File: src/rtl/uart_stim_tx.sv
// Purpose : byte-to-serial UART transmitter (8N1/8N2, LSB first) feeding a SoC UART rx pin,
//           with a DEPTH-entry FIFO in front of the serialiser.
// Latency : a byte pushed into an empty idle block at edge N drives the start bit from edge N+1.
// Backpr. : o_ready = !full (registered full only); a refused byte must be held with i_valid.
// Ports   : clk/rst        single clock, synchronous active-high reset
//           i_data/i_valid byte push port, accepted when i_valid && o_ready
//           o_ready        FIFO not full
//           o_tx           serial line, idle high
//           o_busy         frame on the line or FIFO non-empty
//           o_level        FIFO occupancy 0..DEPTH
module uart_stim_tx #(
    parameter int CLK_FREQ_HZ = 25000000,
    parameter int BAUD        = 115200,
    parameter int DEPTH       = 16,
    parameter int STOP_BITS   = 1
) (
    input  logic                   clk,
    input  logic                   rst,
    input  logic [7:0]             i_data,
    input  logic                   i_valid,
    output logic                   o_ready,
    output logic                   o_tx,
    output logic                   o_busy,
    output logic [$clog2(DEPTH):0] o_level
);

    localparam int CLKS_PER_BIT = (CLK_FREQ_HZ + BAUD / 2) / BAUD;
    localparam int AW           = $clog2(DEPTH);
    localparam int PW           = AW + 1;
    localparam int STOP_CLKS    = STOP_BITS * CLKS_PER_BIT;
    // One counter serves both bit periods and the (possibly double) stop period.
    localparam int CW           = $clog2(STOP_CLKS);
    localparam logic [CW-1:0] BIT_LAST  = CW'(CLKS_PER_BIT - 1);
    localparam logic [CW-1:0] STOP_LAST = CW'(STOP_CLKS - 1);

    if (CLKS_PER_BIT < 2 || (STOP_BITS != 1 && STOP_BITS != 2) ||
        DEPTH < 2 || (DEPTH & (DEPTH - 1)) != 0) begin : g_param_err
        $error("uart_stim_tx: illegal parameter combination");
    end

    typedef enum logic [1:0] {S_IDLE, S_START, S_DATA, S_STOP} state_t;

    state_t          state_q, state_d;
    logic [CW-1:0]   baud_cnt_q, baud_cnt_d;
    logic [2:0]      bit_cnt_q, bit_cnt_d;
    logic [7:0]      shift_q, shift_d;
    logic            tx_q, tx_d;
    logic [PW-1:0]   wr_ptr_q, rd_ptr_q;
    logic [7:0]      mem_q [DEPTH];

    logic            full, empty, push, pop;
    logic [7:0]      head;

    // Extra pointer MSB distinguishes full from empty when the index bits match.
    assign full  = (wr_ptr_q[AW] != rd_ptr_q[AW]) && (wr_ptr_q[AW-1:0] == rd_ptr_q[AW-1:0]);
    assign empty = (wr_ptr_q == rd_ptr_q);
    assign push  = i_valid && !full;
    assign head  = mem_q[rd_ptr_q[AW-1:0]];

    assign o_ready = !full;
    assign o_tx    = tx_q;
    assign o_busy  = (state_q != S_IDLE) || !empty;
    assign o_level = wr_ptr_q - rd_ptr_q;

    always_comb begin
        state_d    = state_q;
        baud_cnt_d = baud_cnt_q + CW'(1);
        bit_cnt_d  = bit_cnt_q;
        shift_d    = shift_q;
        tx_d       = tx_q;
        pop        = 1'b0;
        case (state_q)
            S_IDLE: begin
                baud_cnt_d = '0;
                tx_d       = 1'b1;
                if (!empty) begin
                    pop     = 1'b1;
                    shift_d = head;
                    tx_d    = 1'b0;
                    state_d = S_START;
                end
            end
            S_START: begin
                if (baud_cnt_q == BIT_LAST) begin
                    baud_cnt_d = '0;
                    bit_cnt_d  = '0;
                    tx_d       = shift_q[0];
                    state_d    = S_DATA;
                end
            end
            S_DATA: begin
                if (baud_cnt_q == BIT_LAST) begin
                    baud_cnt_d = '0;
                    if (bit_cnt_q == 3'd7) begin
                        tx_d    = 1'b1;
                        state_d = S_STOP;
                    end else begin
                        // Next bit is taken from the pre-shift value so it appears on this edge.
                        shift_d   = shift_q >> 1;
                        tx_d      = shift_q[1];
                        bit_cnt_d = bit_cnt_q + 3'd1;
                    end
                end
            end
            S_STOP: begin
                if (baud_cnt_q == STOP_LAST) begin
                    baud_cnt_d = '0;
                    // Chain straight into the next start bit so frames stay contiguous.
                    if (!empty) begin
                        pop     = 1'b1;
                        shift_d = head;
                        tx_d    = 1'b0;
                        state_d = S_START;
                    end else begin
                        state_d = S_IDLE;
                    end
                end
            end
            default: state_d = S_IDLE;
        endcase
    end

    always_ff @(posedge clk) begin
        if (rst) begin
            state_q    <= S_IDLE;
            baud_cnt_q <= '0;
            bit_cnt_q  <= '0;
            shift_q    <= '0;
            tx_q       <= 1'b1;
            wr_ptr_q   <= '0;
            rd_ptr_q   <= '0;
        end else begin
            state_q    <= state_d;
            baud_cnt_q <= baud_cnt_d;
            bit_cnt_q  <= bit_cnt_d;
            shift_q    <= shift_d;
            tx_q       <= tx_d;
            if (push) wr_ptr_q <= wr_ptr_q + PW'(1);
            if (pop)  rd_ptr_q <= rd_ptr_q + PW'(1);
        end
    end

    // Storage needs no reset: pointers alone define which entries are live.
    always_ff @(posedge clk) begin
        if (push) mem_q[wr_ptr_q[AW-1:0]] <= i_data;
    end

endmodule
File: config.mk
export PLATFORM = sky130hd
export DESIGN_NAME = uart_stim_tx
export DESIGN_NICKNAME = d
export VERILOG_FILES = /design/src/rtl/uart_stim_tx.sv
export SDC_FILE = /design/constraint.sdc
export NUM_CORES = 1
export LEC_CHECK = 0
export CORE_AREA = 2 2 145 147
export CTS_BUF_LIST = sky130_fd_sc_hd__clkbuf_8
export CTS_CLUSTER_DIAMETER = 50
export DETAILED_ROUTE_END_ITERATION = 8
export DIE_AREA = 0 0 147 149
export PLACE_DENSITY_LB_ADDON = 0.3
export SYNTH_ARGS = -nofsm -noshare
export SYNTH_HDL_FRONTEND = slang
export SYNTH_SLANG_ARGS = --single-unit
File: constraint.sdc
create_clock -name clk -period 3 [get_ports clk]
set_input_delay 0.6 -clock clk [delete_from_list [all_inputs] [get_ports clk]]
set_output_delay 0.6 -clock clk [all_outputs]
set_load 0.02 [all_outputs]
# == Word level (Yosys, flattened, before mapping) ==
# Memory sizes are Yosys's and may differ from the RTL's. A register that Yosys moved wholly into a read port is not among the register bits.
# Index checks and enable logic that the tools add are counted.
# totals
n_memories,1
ff_bits,32
mem_bits_rw,128
word_cells,74
inputBits,11
# classes
n_reduce_logical,14
muxes,32
n_addsub,5
eq_ne,15
# memory_table
name,words,word_bits,rd,rd_ports_with_merged_regs,wr,line_no,rtl
mem_q,16,8,1,1,1,49,logic [7:0] mem_q [DEPTH];
# op_table
cell,n
8-bit two-way mux,5
8-bit case mux with 3 select lines,1
8-bit case mux with 2 select lines,1
"2-bit != test, second input constant",7
4-bit AND reduction,3
1-bit two-way mux,11
"5-bit by 1-bit adder with 5-bit output, second input constant",2
2-bit two-way mux,5
3-bit two-way mux,3
"8-bit by 1-bit adder with 8-bit output, second input constant",1
"8-bit == test, second input constant",1
4-bit two-way mux,2
2-bit case mux with 4 select lines,1
3-bit case mux with 2 select lines,1
5-bit == test,1
5-bit AND reduction,1
5-bit subtractor,1
"2-bit == test, second input constant",2
4-bit == test,1
1-bit case mux with 4 select lines,1
2-bit nonzero test,2
"3-bit by 1-bit adder with 3-bit output, second input constant",1
"3-bit == test, second input constant",1
3-bit nonzero test,1
8 further kinds,10

# == Depth between registers and ports, before layout ==
# depth
ltp_word,6
depth_mapped,9

# == Least setup slack after synthesis ==
# OpenSTA, ideal clock, no wires.
# synth_timing
path_type,register -> register
from,register wr_ptr_q[0]
to,memory mem_q[3][0] (enable)
period_less_slack_ns,2.429
setup_ns,0.383
stages_incl_launch_ff,7
path_slack_ns,0.571
t_arrival_ns,2.045
path_cell_list,dfxtp_1 > inv_1 > ha_1 > and4_1 > a21boi_2 > nand2_1 > nor3_1
# synth_via
elab_chain_cells,6
# synth_rtl
element,line_no,rtl
"start, declared",48,"logic [PW-1:0] wr_ptr_q, rd_ptr_q;"
"start signal, assigned",138,if (push) wr_ptr_q <= wr_ptr_q + PW'(1);
4-bit == test,55,assign full = (wr_ptr_q[AW] != rd_ptr_q[AW]) && (wr_ptr_q[AW-1:0] == rd_ptr_q[AW-1:0]);
1-bit logical AND,55,
1-bit zero test,57,assign push = i_valid && !full;
1-bit logical AND,57,
1-bit two-way mux,145,if (push) mem_q[wr_ptr_q[AW-1:0]] <= i_data;
1-bit two-way mux (implied by the code),145,
"end, declared",49,
# Several ways; a longest one is shown, not always the timed one.

# == Worst setup path after layout ==
# layout_timing
from,register wr_ptr_q[0]
to,output o_level[1]
# layout_via
elab_chain_cells,1
# layout_rtl
element,line_no,rtl
5-bit subtractor,63,assign o_level = wr_ptr_q - rd_ptr_q;
"end, declared",24,output logic [$clog2(DEPTH):0] o_level
# No other way between the ends.

==> impl_results.md <==
* Largest net degree at the start of global routing at 33
* Placed cell areas at ~0.0075 mm²
* Post-synth ARST share at 0%
* All-layer global routing usage at a little over an eighth
* Period utilisation layout at between 90% and 100%
* First-pass GRT wire length at 21.72 mm
* Port-buffer cells at 18
* Initial antenna violation count at 0
* CTS buffer count at 17
* Core Region at approximately 0.02 mm²
* Die Y at approximately 150 µm
* CP peak stage delay at 0.54 ns
* Max-slew violations at 0
* Status: completed
* DR WL/cell at between 15 and 20 µm
* Crit Path Max Fanout at 5
* Worst Reg-to-Reg Cells at 7
* H-tree Lvls at 4
* Most common cell in the netlist: edfxtp_1
* Final instance area at 0.007931 mm²
* Simple logic cell fraction of the synthesized area at approximately 8%
* Tightest Pin Transition at around 0.72 ns
* Vias at between 3000 and 4000
* Share of layout cells above drive strength 1 at 20.08%
* CP Cell Sequence: inv_1 > ha_1 > inv_1 > fa_1 > clkdlybuf4s50_1
* WS Path Type: reg2out
* Normalized max-slew margin at slightly above 50%
* Die width at 147 µm
* Largest family of logic cells by synthesized area: multiplexers
* Most frequent cell on the critical path: inv_1
* Final GP Congestion at roughly 0.73
* First drt pass iteration count at 6
* Die Area at ~0.022 mm²
* Crit path capture: o_level[1]
* Worst path arrival time at roughly 2.2 ns
* Ys Warns at 0
* Top cell type's share of synthesized area at between 50 and 60%
* Post-synthesis xor/xnor area fraction at roughly 2.3%
* Synth top area cells: edfxtp_1 55%, dfxtp_1 10%, mux4_2 10%
* Root Driver: clkbuf_8
* Hold_ws at 0.4908 ns
* Number of synthesized flops with an enable pin at ~130
* RSZ-0062 raised after global routing: false
* Fraction of the mapped netlist area in adder cells at approximately 3.7%
* Synth Instances at around 450
* I/O pin cnt at 19
* Clock sink total at between 150 and 200
* CP max-delay cell: clkdlybuf4s50_1
* Compound-cell area share of the yosys netlist at 5.956%
* Post-Syn Area per Cell at ~16 µm²
* Seq cells post-synth at ~160
* # diodes at 0
* Vias/cell at 4.861
* Worst hold path type: reg2reg
* Mapped cell area at about 0.007 mm²
* Multi-input gate area at approximately 0.0022 mm²
* Vias in the first global route at ~3800
* Worst flop-to-flop path endpoint: mem_q[3][1]$_DFFE_PP_
* NumNets Final at around 510
* Final min period at ~2.8 ns
* Lkg Pwr at 2.611 nW
* Flop2flop setup slack at just under 0.6 ns
* Layout area overhead at 13.72%
* Fmax at between 0.3 and 0.4 GHz
* Final wirelength at approximately 14 mm
* Clk slew on worst S/H paths at around 0.090 ns
* Post-synthesis mux area share at between 10% and 20%
* Synth area leader: edfxtp_1
* Seq. cell area at around 0.0046 mm²
* Critical Path RT at ~2.4 ns
* Fill cells at between 1500 and 2000
* Main synth FF type: edfxtp_1
* CTS Buffer Depth at 2
* Synth unique cells at 54
* DRT iter0 DRCs at roughly 190
* Post-route ant nets at 0
* Drt drc at 0
* HPWL after DPL at between 8 and 9 mm
* Setup crit start: wr_ptr_q[0]$_SDFFE_PP0P_
* Final Hold Fails at 0
* CTS tree: built
* Postcts setup bufs at 0
* Initial core utilization at around a third
* Row cnt at between 50 and 60
* Worst r2r src: wr_ptr_q[0]$_SDFFE_PP0P_
* CP endpoint kind: output pin
* Setup-failing EPs final at 0
* Setup Skew at 0.01422 ns
* Worst-Skew Late Latency at between 0.4 and 0.5 ns
* Synth top cells by count: 128 x edfxtp_1, 45 x nor2_1, 36 x dfxtp_1
* Max cap viols at 0
* Setup_tns at 0 ns
* Sequential-to-total area share from yosys stat at roughly two thirds
* Global route overflow at 0
* PD cells at ~690 mW/mm²
* Core Util, Final at between 30% and 40%
* Hold path depth at 2
* Startpoint types: flip-flop
* Worst vdd ir at between 0.2 and 0.3 mV
* Syn_nets at approximately 480
-- flip-flops by register name, indices dropped and copies added (netlist names), named ones only --
register and count:
rd_ptr_q 5, bit_cnt_q 3, mem_q 128, o_tx 1, wr_ptr_q 5, state_q 2
shift_q 8, baud_cnt_q 8
-- per-layer routing --
| metal | vias to the layer above | routed length [µm] | global-route usage [%] |
|---|---|---|---|
| met5 | - | 0 | 0 |
| met4 | 0 | 194 | 3.654 |
| met3 | 14 | 659 | 3.761 |
| met2 | 77 | 6550 | 21.53 |
| met1 | 1865 | 6253 | 17.81 |
| li1 | 1777 | - | - |
-- worst max-delay path, delay by kind of cell, from the launching register on --
kind	cells	cell delay (ns)
buf+inv	3	0.74
flops	1	0.42
fa+ha+maj	2	0.62
-- final cells by class --
| type | count | share of cell area [%] |
|---|---|---|
| Clock buffer | 17 | 2.950 |
| Clock inverter | 14 | 1.925 |
| Inverter | 11 | 0.5206 |
| Multi-Input combinational cell | 246 | 28.11 |
| Sequential cell | 164 | 57.56 |
| Tap cell | 275 | 4.338 |
| Timing Repair Buffer | 41 | 4.591 |
-- power breakdown --
| group | internal (mW) | total, mW | leakage, nW | switching, mW |
|---|---|---|---|---|
| logic | 0.568 | 1.27 | 0.970 | 0.704 |
| registers | 2.56 | 2.64 | 1.45 | 0.0759 |
| clock network | 0.744 | 1.56 | 0.191 | 0.817 |
-- cell usage in the layout (no fill, tap or decap), types with 2 or more instances in the layout --
master	instances
dfxtp_1	35
nand4b_1	2
nor2b_1	6
or3_1	4
clkdlybuf4s50_1	14
inv_1	11
nand2_1	18
xnor2_1	8
clkbuf_8	17
mux4_2	32
ha_1	19
mux2i_1	10
nor2_1	45
clkinv_2	3
a31oi_1	2
bufinv_16	2
and4_1	2
nand2b_1	4
clkinvlp_4	3
a21o_1	2
a211oi_1	9
nand3_1	6
nor3_1	13
and3_1	3
a21oi_1	10
a311o_1	5
a22o_1	2
nand3b_1	2
buf_4	22
clkinv_4	2
dlymetal6s2s_1	2
a211oi_2	5
inv_6	3
o21ai_0	3
xor2_1	10
nand4_1	2
edfxtp_1	128
-- worst min-delay path by stage --
stage                        startpoint                       end  slack, ns
2_1_floorplan  baud_cnt_q[0]$_SDFF_PP0_  baud_cnt_q[0]$_SDFF_PP0_       0.45
3_3_place_gp          o_tx$_SDFFE_PP1P_         o_tx$_SDFFE_PP1P_       0.46
3_5_place_dp          o_tx$_SDFFE_PP1P_         o_tx$_SDFFE_PP1P_       0.47
4_1_cts               o_tx$_SDFFE_PP1P_         o_tx$_SDFFE_PP1P_       0.50
5_1_grt               o_tx$_SDFFE_PP1P_         o_tx$_SDFFE_PP1P_       0.52
6_report              o_tx$_SDFFE_PP1P_         o_tx$_SDFFE_PP1P_       0.49
-- logic make-up (layout without fill, tap and decap cells) --
logic type	Yosys count	count (layout)
compound gates	50	50
simple gates	115	115
flops	164	164
xor+xnor	18	18
buf+inv	35	83
fa+ha+maj	20	20
mux	43	43
-- per-stage QoR --
stage / cells / worst slack, ns / power [mW]
after floorplan: 445 / 0.5712 / 3.666
after global placement: 737 / 0.2380 / 3.958
after detailed placement: 737 / 0.2101 / 3.992
after CTS: 768 / 0.01854 / 5.528
after global routing: 768 / 0.02194 / 5.778
final: 768 / 0.1788 / 5.472
-- timing repair --
action / 4_1_cts / 5_1_grt
hold buffers: 0 / 0
setup endpoints to repair: 2 / 3
gates resized for setup: 5 / 4
Power figures use the tool's default switching activity.
